--- src/rtl/arb_mon_pkg.sv ---
// rtl/arb_mon_pkg.sv - shared types and helpers for the arbiter performance monitor
package arb_mon_pkg;

    typedef enum logic [1:0] {
        IDLE    = 2'd0,
        WAIT    = 2'd1,
        GRANTED = 2'd2
    } chan_state_e;

    // Width of a channel index; never less than one bit.
    function automatic int unsigned chan_idx_w(input int unsigned n);
        return (n > 1) ? $clog2(n) : 1;
    endfunction

    // Increment that holds at max_v instead of wrapping.
    function automatic logic [31:0] sat_inc(input logic [31:0] v, input logic [31:0] max_v);
        return (v >= max_v) ? max_v : v + 32'd1;
    endfunction

endpackage

--- src/rtl/arb_mon_chan.sv ---
// rtl/arb_mon_chan.sv - per-channel latency FSM, error detect and grant counter
module arb_mon_chan
    import arb_mon_pkg::*;
#(
    parameter int LAT_W    = 8,
    parameter int MAX_WAIT = 16,
    parameter int CNT_W    = 16
) (
    input  logic             clk,
    input  logic             rst,
    input  logic             req,
    input  logic             gnt,
    input  logic             clr_err,
    output logic             rpt_valid,
    output logic [LAT_W-1:0] rpt_cycles,
    output logic             err_spurious,
    output logic             err_starve,
    output logic [CNT_W-1:0] grant_count
);

    localparam logic [31:0] LAT_MAX = 32'((64'd1 << LAT_W) - 64'd1);
    localparam logic [31:0] CNT_MAX = 32'((64'd1 << CNT_W) - 64'd1);

    chan_state_e      state, state_nxt;
    logic [LAT_W-1:0] wait_cnt, wait_nxt;
    logic             starve_hit;
    logic             gnt_prev;

    // State and wait counter registers
    always_ff @(posedge clk or posedge rst) begin
        if (rst) begin
            state    <= IDLE;
            wait_cnt <= '0;
        end else begin
            state    <= state_nxt;
            wait_cnt <= wait_nxt;
        end
    end

    // Next-state logic; a report is raised on the sample that completes a measurement
    always_comb begin
        state_nxt  = state;
        wait_nxt   = wait_cnt;
        rpt_valid  = 1'b0;
        rpt_cycles = '0;
        starve_hit = 1'b0;
        case (state)
            IDLE: begin
                if (req && gnt) begin
                    state_nxt = GRANTED;
                    rpt_valid = 1'b1;
                end else if (req) begin
                    state_nxt = WAIT;
                    wait_nxt  = LAT_W'(1);
                end
            end
            WAIT: begin
                if (gnt) begin
                    state_nxt  = GRANTED;
                    rpt_valid  = 1'b1;
                    rpt_cycles = wait_cnt;
                    wait_nxt   = '0;
                end else if (!req) begin
                    state_nxt = IDLE;
                    wait_nxt  = '0;
                end else begin
                    starve_hit = (32'(wait_cnt) == 32'(MAX_WAIT));
                    wait_nxt   = LAT_W'(sat_inc(32'(wait_cnt), LAT_MAX));
                end
            end
            GRANTED: begin
                if (!gnt) begin
                    state_nxt = req ? WAIT : IDLE;
                    wait_nxt  = req ? LAT_W'(1) : '0;
                end
            end
            default: begin
                state_nxt = IDLE;
                wait_nxt  = '0;
            end
        endcase
    end

    // Sticky error flags; a fresh error wins over a simultaneous clear
    always_ff @(posedge clk or posedge rst) begin
        if (rst) begin
            err_spurious <= 1'b0;
            err_starve   <= 1'b0;
        end else begin
            err_spurious <= (err_spurious & ~clr_err) | (gnt & ~req);
            err_starve   <= (err_starve & ~clr_err) | starve_hit;
        end
    end

    // Saturating count of grant rising samples
    always_ff @(posedge clk or posedge rst) begin
        if (rst) begin
            gnt_prev    <= 1'b0;
            grant_count <= '0;
        end else begin
            gnt_prev <= gnt;
            if (gnt && !gnt_prev) begin
                grant_count <= CNT_W'(sat_inc(32'(grant_count), CNT_MAX));
            end
        end
    end

endmodule

--- src/rtl/arbiter_perf_monitor.sv ---
// rtl/arbiter_perf_monitor.sv - passive N-channel arbiter latency and protocol monitor
module arbiter_perf_monitor
    import arb_mon_pkg::*;
#(
    parameter int N_CHAN   = 2,
    parameter int LAT_W    = 8,
    parameter int MAX_WAIT = 16,
    parameter int CNT_W    = 16
) (
    input  logic                      clk,
    input  logic                      rst,
    input  logic [N_CHAN-1:0]         request,
    input  logic [N_CHAN-1:0]         grant,
    input  logic                      clr_err,
    output logic                      lat_valid,
    output logic [$clog2(N_CHAN)-1:0] lat_chan,
    output logic [LAT_W-1:0]          lat_cycles,
    output logic                      lat_dropped,
    output logic                      err_multi_grant,
    output logic [N_CHAN-1:0]         err_spurious,
    output logic [N_CHAN-1:0]         err_starve,
    output logic [N_CHAN*CNT_W-1:0]   grant_count
);

    localparam int CHAN_IDX_W = chan_idx_w(N_CHAN);

    logic [N_CHAN-1:0]     rpt_valid;
    logic [LAT_W-1:0]      rpt_cycles [N_CHAN];
    logic                  sel_valid;
    logic                  sel_dropped;
    logic [CHAN_IDX_W-1:0] sel_idx;
    logic [LAT_W-1:0]      sel_cycles;

    for (genvar g = 0; g < N_CHAN; g++) begin : g_chan
        arb_mon_chan #(
            .LAT_W    (LAT_W),
            .MAX_WAIT (MAX_WAIT),
            .CNT_W    (CNT_W)
        ) u_chan (
            .clk          (clk),
            .rst          (rst),
            .req          (request[g]),
            .gnt          (grant[g]),
            .clr_err      (clr_err),
            .rpt_valid    (rpt_valid[g]),
            .rpt_cycles   (rpt_cycles[g]),
            .err_spurious (err_spurious[g]),
            .err_starve   (err_starve[g]),
            .grant_count  (grant_count[g*CNT_W +: CNT_W])
        );
    end

    // Lowest-index report wins; any other simultaneous report is counted as dropped
    always_comb begin
        sel_valid   = 1'b0;
        sel_dropped = 1'b0;
        sel_idx     = '0;
        sel_cycles  = '0;
        for (int i = 0; i < N_CHAN; i++) begin
            if (rpt_valid[i]) begin
                if (!sel_valid) begin
                    sel_valid  = 1'b1;
                    sel_idx    = CHAN_IDX_W'(i);
                    sel_cycles = rpt_cycles[i];
                end else begin
                    sel_dropped = 1'b1;
                end
            end
        end
    end

    // Registered latency report and sticky multi-grant flag
    always_ff @(posedge clk or posedge rst) begin
        if (rst) begin
            lat_valid       <= 1'b0;
            lat_chan        <= '0;
            lat_cycles      <= '0;
            lat_dropped     <= 1'b0;
            err_multi_grant <= 1'b0;
        end else begin
            lat_valid       <= sel_valid;
            lat_chan        <= sel_idx;
            lat_cycles      <= sel_cycles;
            lat_dropped     <= sel_dropped;
            err_multi_grant <= (err_multi_grant & ~clr_err) | ($countones(grant) > 1);
        end
    end

endmodule

--- config.mk ---
export PLATFORM = sky130hd
export DESIGN_NAME = arbiter_perf_monitor
export DESIGN_NICKNAME = d
export VERILOG_FILES = /design/src/rtl/arb_mon_pkg.sv /design/src/rtl/arb_mon_chan.sv /design/src/rtl/arbiter_perf_monitor.sv
export SDC_FILE = /design/constraint.sdc
export NUM_CORES = 1
export LEC_CHECK = 0
export ABC_AREA = 1
export CORE_ASPECT_RATIO = 1.4
export CORE_UTILIZATION = 50
export DETAILED_ROUTE_END_ITERATION = 7
export PLACE_DENSITY = 0.79
export SYNTH_ARGS = -nofsm -noshare
export SYNTH_HDL_FRONTEND = slang
export SYNTH_SLANG_ARGS = --single-unit
--- constraint.sdc ---
create_clock -name clk -period 4.18 [get_ports clk]
set_clock_uncertainty 0.05 [all_clocks]
set_input_delay 1.045 -clock clk [delete_from_list [all_inputs] [get_ports clk]]
set_output_delay 1.045 -clock clk [all_outputs]
set_load 0.005 [all_outputs]
Word-level counts from Yosys, hierarchy flattened
Index checks and enable logic that the tools add are counted. Widths: inputs -> output; s select.

Equality and inequality tests: 16. Bitwise logic cells: 15. Multiplexer cells: 57. Add/sub/neg operators: 5. Reductions and logical operators: 12. $lt $le $gt $ge: 5. Multiply operators: 0. Shift-type cells: 0. Divide/modulo/power cells: 0.

Operators by type and width (number): $mux 8 (19); $pmux 8 s3 (2); $add 16x1->16 const B (2); $ge 16x16->1 const B (2); $mux 16 (2); $mux 1 (20); $mux 2 (10); $add 8x1->8 const B (2); $eq 8x5->1 const B (2); $ge 8x8->1 const B (2); $ne 2x2->1 const B (6); $pmux 2 s3 (2); $reduce_and 3->1 (4); $and 1x1->1 (7); $ne 3x2->1 const B (2); $ne 3x3->1 const B (2); $or 1x1->1 (5); $eq 2x1->1 const B (2); $eq 2x2->1 const B (2); $logic_and 1x1->1 (4); $logic_not 2->1 (2); $pmux 1 s2 (2); $not 1->1 (3); $add 1x1->2 (1); other kinds (2) (3).

Memories: 0. Latch bits: 0. Bits in registers: 70. Input port bits: 7. ROM bits: 0. Bits in writable memories: 0.

Depth between registers and ports, before layout
Depth in word-level cells: 6. Gate-level depth with buffers: 9.

Cells and area by module
A second synthesis with hierarchy kept.

Cell total of the unflattened synthesis: 498. Area, all modules: 3811.2 sq um.

By module, submodules not included: arb_mon_chan (g_chan[0].u_chan) (times used 1, cells an instance 224, area each 1684.1 sq um, sequential area each 725.7 sq um); arb_mon_chan (g_chan[1].u_chan) (times used 1, cells an instance 226, area each 1669.1 sq um, sequential area each 725.7 sq um); arbiter_perf_monitor (times used 1, cells an instance 48, area each 457.9 sq um, sequential area each 300.3 sq um).

Least setup slack after synthesis
OpenSTA, ideal clock, no wires.

Path type: input-to-reg. Start: in grant[0]. End: reg g_chan[0].u_chan.grant_count[10]. Path slack: 2202 ps. Data arrival time: 1805 ps. Cell stages on the path: 8. Buffers on the path: 1. Path through: buf_4 > nand2_4 > inv_1 > nand2_1 > nor2_1 > nand3_1 > nand2_1 > nand2_1.

Cells in the longest elaborated chain, start to end: 1.

RTL lines: start: declaration (RTL line arbiter_perf_monitor.sv:13) `input logic [N_CHAN-1:0] grant,`; $logic_and 1x1->1 (RTL line arb_mon_chan.sv:102) `if (gnt && !gnt_prev) begin`; end signal: assignment (RTL line arb_mon_chan.sv:103) `grant_count <= CNT_W'(sat_inc(32'(grant_count), CNT_MAX));`; end: declaration (RTL line arb_mon_chan.sv:18) `output logic [CNT_W-1:0] grant_count`.

No other way between the ends. A chain may end at the register's enable or synchronous reset.

Final worst setup path
Start: reg g_chan[0].u_chan.grant_count[7]. End: out grant_count[7].

RTL lines: end: declaration (RTL line arbiter_perf_monitor.sv:22) `output logic [N_CHAN*CNT_W-1:0] grant_count`.

No word-level cell between the ends.

==> out/qor.csv <==
stage,metric,value,unit
synth,"Seq/Total Area, Yosys",0.477,
power_and_ir_drop,cell leakage power,2.09,nW
cells_and_area,proportion of layout cells with a drive suffix above 1,0.0566,
sta,clock period minus worst slack,2.50,ns
clock_network,maximum clock insertion buffer count,2,
sta,FMAX,0.399,GHz
cells_and_area,Final nets,538,
placement,Placer Congestion,0.910,
critical_path,CP endpoint kind,primary output,
critical_path,crit-path max FO,8,
power_and_ir_drop,pwr/cell area,386,nW/um^2
floorplanning,Die Span X,74.4,um
cells_and_area,Layout area overhead,24.0,%
clock_network,TritonCTS clock tree,done,
sta,post-route setup slack,1.68,ns
floorplanning,Core ar.,7030,um^2
critical_path,CP Buf/Inv Count,1,
synth,number of synthesized flops with an enable pin,0,
critical_path,ordered list of cells on the worst path,clkdlybuf4s50_1,
clock_network,post-cts sizing count,0,
placement,DP Wirelength,6420,um
drt,Pre-antenna DRT Iters,4,
sta,period utilisation layout,0.599,
drt,starting DRC count in detailed routing,163,
clock_network,H-tree depth,3,
sta,Min Hold Slack,0.455,ns
clock_network,CTS Buf Count,9,
drt,vias per inst,5.44,
drt,Post-Route WL,8640,um
hold_path,HP Class,reg -> reg,
synth,Synth Register Bits,70,
critical_path,Critical Path RT,3.08,ns
synth,"Primary FF master, synth",dfrtp_1,
floorplanning,Initial Utilization,0.522,
synth,Netlist cell types,29,
global_route,first-pass GRT wire length,14300,um
floorplanning,die area,7690,um^2
critical_path,crit path DAT,1.41,ns
synth,Mapped Area,3670,um^2
sta,setup TNS,0,ns
synth,Syn Area/Cell,7.91,um^2
synth,Post-Syn Nets,477,
critical_path,CP startpoint kind,flop,
drt,DRC Markers,0,
synth,Mapped Cells,464,
clock_network,clock sink count,70,
sta,endpoints failing setup,0,
synth,YS warnings,0,
synth,Post-synth ARST share,1.00,
drt,DR WL/cell,13.8,um
power_and_ir_drop,Max VDD drop,223,uV
drt,post-route ant nets,0,
critical_path,slowest cell on the critical path,clkdlybuf4s50_1,
clock_network,clock-pin slew on the worst setup and hold paths,0.07,ns
placement,pre-CTS WS,1.46,ns
critical_path,biggest cell delay along the critical path,0.56,ns
synth,"top cells by area, synth","dfrtp_1 48%, nand2_1 12%, inv_1 7.1%",
placement,dpl cell area,4300,um^2
sta,Slew HR,0.582,
outcome,outcome,completed,
floorplanning,# rows,36,
sta,Slew Limit Fails,0,
drt,via count,3399,
floorplanning,I/O pin count,55,
critical_path,critical path class,reg -> out,
clock_network,post-CTS setup buffer count,0,
sta,Worst Max-Slew Pin Slew,0.626,ns
clock_network,"Clk Latency, worst-skew pair",0.35,ns
placement,Port Buffers,54,
flow_run,Max-Cap Viols,0,
global_route,vias in the first global route,3261,
floorplanning,die height,103,um
global_route,initial antenna violation count,0,
global_route,GRT overflow,0,
global_route,pin count of the biggest net entering global routing,32,
clock_network,hold_buf cts,0,
sta,Final Hold Viols,0,
global_route,total track usage,0.241,
critical_path,CP top delay family,buffers and inverters,
synth,post-synth top area share,0.477,
cells_and_area,"Design Area, Final",4550,um^2
clock_network,CTS root buf,clkbuf_8,
synth,"area leader, netlist",dfrtp_1,
cells_and_area,number of diodes,0,
sta,RSZ-0062 raised after global routing,false,
[final timing paths]
check	startpoint	end	slack, ns	cells after the start
max reg2reg	g_chan[1].u_chan.wait_cnt[0]$_DFFE_PP0P_	g_chan[1].u_chan.wait_cnt[0]$_DFFE_PP0P_	2.54	9
max	g_chan[0].u_chan.grant_count[7]$_DFFE_PP0P_	grant_count[7]	1.68	1
min reg2reg	g_chan[1].u_chan.err_starve$_DFF_PP0_	g_chan[1].u_chan.err_starve$_DFF_PP0_	0.46	2
min	g_chan[1].u_chan.err_starve$_DFF_PP0_	g_chan[1].u_chan.err_starve$_DFF_PP0_	0.46	2
min in group asynchronous	rst	g_chan[1].u_chan.state[1]$_DFFE_PP0P_	1.07	2
max in group asynchronous	rst	g_chan[0].u_chan.grant_count[15]$_DFFE_PP0P_	2.30	3
[area by class of cell]
cell class	count	area (um^2)
Fill cell	621	2470
Sequential cell	70	1750
Multi-Input combinational cell	318	1610
Timing Repair Buffer	56	556
Inverter	70	263
Clock buffer	13	159
Tap cell	95	119
Clock inverter	3	90.1
[kinds of logic after synthesis]
| kind of cell | Yosys count | share of synthesized area |
|---|---|---|
| xor gates and xnor gates | 8 | 0.0191 |
| buffers and inverters | 76 | 0.0832 |
| AOI/OAI and AO/OA | 60 | 0.0896 |
| DFF | 70 | 0.477 |
| adders and majority gates | 6 | 0.0204 |
| and+or+nand+nor | 244 | 0.310 |
[sequential cells by signal (all words and copies together) (netlist names)]
name,flops
lat_chan,1
lat_valid,1
g_chan.u_chan.wait_cnt,16
g_chan.u_chan.grant_count,32
lat_dropped,1
err_multi_grant,1
lat_cycles,8
g_chan.u_chan.gnt_prev,2
g_chan.u_chan.err_spurious,2
g_chan.u_chan.err_starve,2
g_chan.u_chan.state,4
[Yosys cell counts, drive strengths merged (2+ instances only)]
cell,instances
a21oi,8
buf,6
dfrtp,70
ha,6
inv,70
nand2,120
nand3,49
nand3b,4
nand4,16
nor2,42
nor3,13
o21ai,34
o22ai,13
o31ai,2
xor2,7
[cells in the final DEF (no fill, tap or decap), drive strengths merged]
| cell type | netlist | layout |
|---|---|---|
| nand4 | 16 | 16 |
| clkbuf | 0 | 13 |
| a21oi | 8 | 8 |
| clkdlybuf4s50 | 0 | 54 |
| inv | 70 | 70 |
| ha | 6 | 6 |
| nor3 | 13 | 13 |
| nand3 | 49 | 49 |
| a2bb2oi | 1 | 1 |
| o31ai | 2 | 2 |
| o21ai | 34 | 34 |
| xnor2 | 1 | 1 |
| o22ai | 13 | 13 |
| bufinv | 0 | 3 |
| xor2 | 7 | 7 |
| o21bai | 1 | 1 |
| nand3b | 4 | 4 |
| buf | 6 | 2 |
| a31oi | 1 | 1 |
| nand2 | 120 | 120 |
| nor2 | 42 | 42 |
| dfrtp | 70 | 70 |
[per-layer routing]
layer	track usage	part of all wire	vias up
li1	-	-	1637
met1	0.289	0.41	1637
met2	0.421	0.52	108
met3	0.0533	0.052	17
met4	0.0856	0.019	0
met5	0	0	-
[through the flow]
stage                     power, mW  cells  utilization
after floorplan               0.944    464            -
after global placement         1.08    609        0.612
after detailed placement       1.09    609        0.612
after CTS                      1.77    625        0.648
after global routing           1.84    625        0.648
final                          1.76    625        0.648
[power by group]
group          leakage, nW  switching (mW)  total [mW]  internal (mW)
clock                0.124           0.253       0.682          0.430
sequential           0.933          0.0697       0.803          0.733
combinational         1.04           0.131       0.273          0.143
total                 2.09           0.453        1.76           1.31
Note: power is estimated with default switching activity, not from simulation.
